## config.mk

```make
export PLATFORM = sky130hd
export DESIGN_NAME = clk_div_monitor_flat
export DESIGN_NICKNAME = d
export VERILOG_FILES = /design/src/rtl/clk_div_pkg.sv /design/src/rtl/clk_div_monitor_if.sv /design/src/rtl/rise_detect.sv /design/src/rtl/clk_div_monitor.sv /design/src/flat_wrapper.sv
export SDC_FILE = /design/constraint.sdc
export NUM_CORES = 1
export LEC_CHECK = 0
export ABC_AREA = 1
export BUFFER_PORTS_ARGS = -buffer_cell sky130_fd_sc_hd__buf_2
export CAP_MARGIN = 20
export CORE_MARGIN = 2
export CORE_UTILIZATION = 45
export DETAILED_ROUTE_END_ITERATION = 8
export GPL_TIMING_DRIVEN = 0
export PLACE_DENSITY = 0.79
export SKIP_CTS_REPAIR_TIMING = 1
export SLEW_MARGIN = 40
export SYNTH_ARGS = -nofsm -noshare
export SYNTH_HDL_FRONTEND = slang
export SYNTH_SLANG_ARGS = --single-unit
```

## constraint.sdc

```tcl
create_clock -name clk_in -period 1.9 [get_ports clk_in]
set_input_delay 0 -clock clk_in [delete_from_list [all_inputs] [get_ports clk_in]]
set_output_delay 0 -clock clk_in [all_outputs]
set_load 0.05 [all_outputs]
```

## src/rtl/clk_div_pkg.sv

```systemverilog
// Shared types, defaults and the duty-cycle rule for the divider monitor.
package clk_div_pkg;

   localparam int CNT_W_DEF    = 8;
   localparam int LOCK_CNT_DEF = 4;

   typedef enum logic [1:0] {
      IDLE = 2'd0,
      ACQ  = 2'd1,
      MEAS = 2'd2
   } state_t;

   // 50% duty within one clk_in cycle: |2*high - period| <= 1.
   // Odd ratios sampled on posedge land on (N-1)/2 or (N+1)/2.
   function automatic logic duty_ok(input int period, input int high);
      int diff;
      diff = (2 * high) - period;
      return (diff >= -1) && (diff <= 1);
   endfunction

endpackage

```

## src/rtl/clk_div_monitor_if.sv

```systemverilog
// Control and status bundle between the monitor and whoever drives it.
interface clk_div_monitor_if
   import clk_div_pkg::*;
#(
   parameter int CNT_W = CNT_W_DEF
);
   logic             en;
   logic             div_clk_in;
   logic [CNT_W-1:0] exp_div;
   logic             err_clr;
   logic [CNT_W-1:0] period_cnt;
   logic [CNT_W-1:0] high_cnt;
   logic             meas_valid;
   logic             locked;
   logic             err;

   modport master (
      output en, div_clk_in, exp_div, err_clr,
      input  period_cnt, high_cnt, meas_valid, locked, err
   );

   modport slave (
      input  en, div_clk_in, exp_div, err_clr,
      output period_cnt, high_cnt, meas_valid, locked, err
   );
endinterface

```

## src/rtl/rise_detect.sv

```systemverilog
// Two-flop sampler of a clk_in-domain level with a rising-edge strobe.
// The input is generated from clk_in, so no synchronizer is required.
module rise_detect (
   input  logic clk_in,
   input  logic rst,
   input  logic d,
   output logic s1,
   output logic rise
);
   logic s2;

   // Sample the level and keep one cycle of history.
   always_ff @(posedge clk_in) begin
      if (rst) begin
         s1 <= 1'b0;
         s2 <= 1'b0;
      end else begin
         s1 <= d;
         s2 <= s1;
      end
   end

   assign rise = s1 & ~s2;
endmodule

```

## src/rtl/clk_div_monitor.sv

```systemverilog
// Measures period and high time of a divided clock in clk_in cycles and
// tracks lock / sticky error against the expected divide ratio.
module clk_div_monitor
   import clk_div_pkg::*;
#(
   parameter int CNT_W    = CNT_W_DEF,
   parameter int LOCK_CNT = LOCK_CNT_DEF
) (
   input  logic             clk_in,
   input  logic             rst,
   clk_div_monitor_if.slave bus
);
   localparam int               GW      = $clog2(LOCK_CNT + 1);
   localparam logic [CNT_W-1:0] CNT_MAX = '1;

   state_t           state;
   logic [CNT_W-1:0] cnt, h;
   logic [CNT_W-1:0] period_q, high_q;
   logic             meas_valid_q, locked_q, err_q;
   logic [GW-1:0]    good_cnt;
   logic             s1, rise;
   logic             meas_good, timeout, err_event;

   rise_detect u_rise (
      .clk_in (clk_in),
      .rst    (rst),
      .d      (bus.div_clk_in),
      .s1     (s1),
      .rise   (rise)
   );

   // Judge the running measurement and flag error events for this edge.
   always_comb begin
      meas_good = (bus.exp_div >= CNT_W'(2)) && (cnt == bus.exp_div) &&
                  duty_ok(int'(cnt), int'(h));
      timeout   = (state == MEAS) && !rise && (cnt == CNT_MAX);
      err_event = ((state == MEAS) && rise && !meas_good) || timeout;
   end

   // Acquisition/measurement FSM with registered status outputs.
   always_ff @(posedge clk_in) begin
      if (rst || !bus.en) begin
         state        <= IDLE;
         cnt          <= '0;
         h            <= '0;
         period_q     <= '0;
         high_q       <= '0;
         meas_valid_q <= 1'b0;
         locked_q     <= 1'b0;
         good_cnt     <= '0;
         if (rst) err_q <= 1'b0;   // disable alone keeps the sticky flag
      end else begin
         meas_valid_q <= 1'b0;
         if (err_event)        err_q <= 1'b1;
         else if (bus.err_clr) err_q <= 1'b0;
         case (state)
            IDLE: state <= ACQ;
            ACQ: begin
               // First edge only opens a window; nothing to report yet.
               if (rise) begin
                  cnt   <= CNT_W'(1);
                  h     <= CNT_W'(1);
                  state <= MEAS;
               end
            end
            MEAS: begin
               if (rise) begin
                  period_q     <= cnt;
                  high_q       <= h;
                  meas_valid_q <= 1'b1;
                  cnt          <= CNT_W'(1);
                  h            <= CNT_W'(1);
                  if (meas_good) begin
                     if (good_cnt >= GW'(LOCK_CNT - 1)) begin
                        good_cnt <= GW'(LOCK_CNT);
                        locked_q <= 1'b1;
                     end else begin
                        good_cnt <= good_cnt + 1'b1;
                     end
                  end else begin
                     good_cnt <= '0;
                     locked_q <= 1'b0;
                  end
               end else if (timeout) begin
                  // Divided clock stalled: drop the window and reacquire.
                  good_cnt <= '0;
                  locked_q <= 1'b0;
                  state    <= ACQ;
               end else begin
                  cnt <= cnt + 1'b1;
                  if (s1 && (h != CNT_MAX)) h <= h + 1'b1;
               end
            end
            default: state <= IDLE;
         endcase
      end
   end

   assign bus.period_cnt = period_q;
   assign bus.high_cnt   = high_q;
   assign bus.meas_valid = meas_valid_q;
   assign bus.locked     = locked_q;
   assign bus.err        = err_q;
endmodule

```

## src/flat_wrapper.sv

```systemverilog
// flat-port wrapper written by rule: the top's interface ports become plain ports
module clk_div_monitor_flat import clk_div_pkg::*;
#(
   parameter int CNT_W    = CNT_W_DEF,
   parameter int LOCK_CNT = LOCK_CNT_DEF
)
  (clk_in, rst, bus_en, bus_div_clk_in, bus_exp_div, bus_err_clr, bus_period_cnt, bus_high_cnt, bus_meas_valid, bus_locked, bus_err);
  clk_div_monitor_if #(.CNT_W(CNT_W)) bus_i ();
  input  logic clk_in;
  input  logic rst;
  input wire logic [$bits(bus_i.en)-1:0] bus_en;
  input wire logic [$bits(bus_i.div_clk_in)-1:0] bus_div_clk_in;
  input wire logic [$bits(bus_i.exp_div)-1:0] bus_exp_div;
  input wire logic [$bits(bus_i.err_clr)-1:0] bus_err_clr;
  output wire logic [$bits(bus_i.period_cnt)-1:0] bus_period_cnt;
  output wire logic [$bits(bus_i.high_cnt)-1:0] bus_high_cnt;
  output wire logic [$bits(bus_i.meas_valid)-1:0] bus_meas_valid;
  output wire logic [$bits(bus_i.locked)-1:0] bus_locked;
  output wire logic [$bits(bus_i.err)-1:0] bus_err;
  assign bus_i.en = bus_en;
  assign bus_i.div_clk_in = bus_div_clk_in;
  assign bus_i.exp_div = bus_exp_div;
  assign bus_i.err_clr = bus_err_clr;
  assign bus_period_cnt = bus_i.period_cnt;
  assign bus_high_cnt = bus_i.high_cnt;
  assign bus_meas_valid = bus_i.meas_valid;
  assign bus_locked = bus_i.locked;
  assign bus_err = bus_i.err;
  clk_div_monitor #(.CNT_W(CNT_W), .LOCK_CNT(LOCK_CNT)) u_core (.clk_in(clk_in), .rst(rst), .bus(bus_i));
endmodule
```

==> results.md <==
| Quantity | This run |
|---|---|
| Synthesized area | 2470 µm² |
| P per Cell Area | 633 nW/µm² |
| Layout-stage area growth over the synthesis result | 27.8% |
| First-pass GRT wire length | 9840 µm |
| Worst Reg-to-Reg Cells | 14 |
| Share of the yosys chip area belonging to registers | 0.345 |
| Synth Net Count | 385 |
| Post-detailed-route DRC marker count | 0 |
| Number of global-route vias before repair | 2200 |
| Synth area leader | sky130_fd_sc_hd__dfxtp_1 |
| Routed Wire Length | 6380 µm |
| Min Tclk post-route | 2050 ps |
| Ratio of cells with drive above 1 in the final layout | 0.314 |
| Global routing usage summed across all routing layers | 0.202 |
| RSZ-0062 raised after global routing | yes |
| Number of unique standard cell types used by synthesis | 36 |
| Ranking of synthesized cells by instance count | sky130_fd_sc_hd__nand2_1, sky130_fd_sc_hd__inv_1, sky130_fd_sc_hd__dfxtp_1, sky130_fd_sc_hd__nor2_1, sky130_fd_sc_hd__a21oi_1 |
| Post-detailed-route count of antenna-violating nets | 0 |
| Power consumption | 2.00 mW |
| Total number of vias | 2484 |
| HPWL Detailed | 4610 µm |
| Initial standard-cell utilization of the core | 0.474 |
| Root cell of the clock tree | sky130_fd_sc_hd__clkbuf_8 |
| Max rail drop VDD | 0.316 mV |
| Final setup violating endpoints | 10 |
| Switching power of the nets | 0.586 mW |
| Fraction of the cycle the final worst path needs | 1.08 |
| Crit start category | flop |
| Dpl cell area | 2800 µm² |
| Capturing instance or port of the critical path | u_core.bus.err |
| Die Width | 78.1 µm |
| Maximum number of pins on one net before global-route repair | 15 |
| Cts bufs inserted | 5 |
| Mean area per synthesized cell | 6.90 µm² |
| Library cell with the highest instance count after synthesis | sky130_fd_sc_hd__nand2_1 |
| Maximum buffer depth of the clock tree | 2 |
| Final critical-path setup slack | -148 ps |
| Async SR Flop Fraction | 0 |
| Switching fraction of total power | 0.293 |
| DR WL/cell | 13.4 µm |
| Number of enable-type register cells in the synthesized netlist | 1 |
| FF/Latch Area | 886 µm² |
| Max-slew violation total from the final report | 0 |
| Number of primary I/O pins | 32 |
| Worst Tran Pin Value | 484 ps |
| Top cell by count, worst path | sky130_fd_sc_hd__nand2_1 |
| First drt pass iteration count | 4 |
| TritonCTS clock tree | yes |
| Die height | 78.1 µm |
| Clk_lat worst skew | 300 ps |
| Class of the most critical hold timing path | in -> reg |
| Worst path max stage delay | 380 ps |
| Reg-to-reg critical path startpoint | u_core.cnt[2] |
| Number of H-tree levels | 2 |
| Area share of the leading cell type in the synthesized netlist | 0.332 |
| Number of nets at the end of the flow | 434 |
| Post-synth top flop | sky130_fd_sc_hd__dfxtp_1 |
| Number of vias per cell after detailed routing | 5.20 |
| Setup slack, reg-to-reg | -150 ps |
| Leftover overflow at the end of global routing | 0 |
| Violations in the final reports | setup timing |
| Antenna diode count | 0 |
| Overall die area | 6090 µm² |
| Max-cap violation count | 0 |
| Count of fill cells added during filler insertion | 469 |
| Category of the critical setup timing path | reg -> reg |
| Layout Cell Area excl Fill | 3160 µm² |
| Placement-stage worst setup slack | -289 ps |
| Worst clock skew on the final layout | 9.51 ps |
| Proportion of power drawn by combinational gates | 0.183 |
| Part of the power in the clock network | 0.366 |
| Area contributors post-synth | sky130_fd_sc_hd__dfxtp_1, sky130_fd_sc_hd__nand2_1, sky130_fd_sc_hd__inv_1 |
| Max stage delay cell, worst path | sky130_fd_sc_hd__dfxtp_4 |
| DRT iter0 DRCs | 160 |
| Clock Pin Slew Worst Setup and Hold Paths | 80 ps |
| Post-Synthesis Cells | 358 |
| Endpoint of the worst register-to-register path | u_core.bus.err |
| Kind of end point of the critical path | flop |
| Global placement routability congestion | 0.875 |
| Highest net fanout along the worst path | 4 |
| Beginning of the critical path | u_core.cnt[2] |
| Status | finished, violations left |
| Number of antenna violations at the first check in global routing | 0 |
| Area used by multi-input combinational logic | 1570 µm² |
| Worst slew margin relative to its limit | 0.677 |
| Timing-limited maximum frequency | 488 MHz |
| Pleak | 1.45 nW |
| Number of standard-cell rows in the floorplan | 26 |
| Number of failing hold endpoints at the final stage | 0 |
| Internal cell power | 1.41 mW |
| Warning count from the yosys run | 0 |
| Core area | 5200 µm² |
| Min Hold Slack | 46.7 ps |
| Total Negative Setup Slacks | -554 ps |
| Port-buffer cells | 31 |
| Share of power burned in registers | 0.451 |
| Critical path cell sequence | inv_6, ha_4, or2_4, nand3_2, nand2_1, nand2_1, nand2_2, inv_2, nor2_2, nand3_1, nand2_1, nand2_2, nand2_4, a21oi_2 |
| Number of synthesized register bits | 42 |
| CP Data Required Time | 1920 ps |
| Arrival time of data at the critical path endpoint | 2070 ps |
| Clock Sink Count | 42 |
[registers in the layout, summed over array words and instances (netlist names)]
signal / cells
u_core.cnt: 8
u_core.u_rise.s1: 1
u_core.bus.period_cnt: 8
u_core.h: 8
u_core.bus.err: 1
u_core.bus.high_cnt: 8
u_core.bus.meas_valid: 1
u_core.u_rise.s2: 1
u_core.state: 2
u_core.bus.locked: 1
u_core.good_cnt: 3
[cells in the final DEF (no fill, tap or decap), drive strengths merged]
| cell type | Yosys | layout |
|---|---|---|
| a211oi | 1 | 1 |
| a21oi | 36 | 36 |
| a221oi | 1 | 1 |
| a31oi | 1 | 1 |
| and3 | 1 | 1 |
| buf | 2 | 42 |
| bufinv | 0 | 1 |
| clkbuf | 4 | 9 |
| clkinvlp | 0 | 1 |
| dfxtp | 41 | 41 |
| dlygate4sd3 | 0 | 2 |
| edfxtp | 1 | 1 |
| ha | 14 | 14 |
| inv | 52 | 54 |
| mux2i | 1 | 1 |
| nand2 | 81 | 81 |
| nand3 | 23 | 23 |
| nand4 | 7 | 7 |
| nor2 | 42 | 42 |
| nor3 | 8 | 8 |
| nor4 | 2 | 2 |
| o21a | 2 | 2 |
| o21ai | 24 | 24 |
| o21bai | 1 | 1 |
| o31ai | 1 | 1 |
| or2 | 4 | 4 |
| xnor2 | 1 | 1 |
| xor2 | 6 | 6 |
[metrics by stage]
| stage | utilization | instances |
|---|---|---|
| after CTS | 0.560 | 467 |
| final | 0.606 | 478 |
| after floorplan | - | 358 |
| after global placement | 0.539 | 459 |
| after global routing | 0.606 | 478 |
| after detailed placement | 0.539 | 459 |
[cell type report]
type | instances | share of cell area
Inverter | 53 | 0.0710
Tap cell | 70 | 0.0278
Buffer | 6 | 0.00912
Clock inverter | 3 | 0.0139
Multi-Input combinational cell | 257 | 0.499
Sequential cell | 42 | 0.281
Timing Repair Buffer | 42 | 0.0769
Clock buffer | 5 | 0.0218
[worst max-delay path, delay by kind of cell, from the launching register on]
family	cells	cell delay, ps
fa+ha+maj	1	250
simple gates	10	880
compound gates	1	140
buf+inv	2	100
flops	1	380
[power by group through the flow]
stage	combinational (mW)	clock [mW]	sequential, mW
2_1_floorplan	0.234	0	0.939
6_report	0.366	0.731	0.901
3_5_place_dp	0.317	0	0.930
5_1_grt	0.405	0.783	0.903
3_3_place_gp	0.308	0	0.929
4_1_cts	0.320	0.749	0.909
[worst min-delay path by stage]
| stage | start | endpoint | slack (ps) | depth (start not counted) |
|---|---|---|---|---|
| after floorplan | rst | u_core.u_rise.s1 | 70 | 1 |
| after global placement | bus_div_clk_in | u_core.u_rise.s1 | 200 | 3 |
| after detailed placement | rst | u_core.u_rise.s1 | 200 | 2 |
| after CTS | rst | u_core.u_rise.s1 | -120 | 2 |
| after global routing | bus_err_clr | u_core.bus.err | 50 | 3 |
| final | bus_en | u_core.bus.err | 50 | 3 |
[logic make-up after synthesis]
family / share of synthesized area
muxes: 0.00405
AOI/OAI and AO/OA: 0.146
xor gates and xnor gates: 0.0248
buffers and inverters: 0.0917
adders and majority gates: 0.0710
DFF: 0.345
and+or+nand+nor: 0.318
[metal layers]
layer	wire, µm	global-route usage	up-vias	share of wire
li1	-	-	1272	-
met1	2720	0.251	1130	0.43
met2	3150	0.352	76	0.49
met3	463	0.0425	6	0.073
met4	54	0.0614	0	0.0085
met5	0	0	-	0
(Power assumes the default switching activity.)
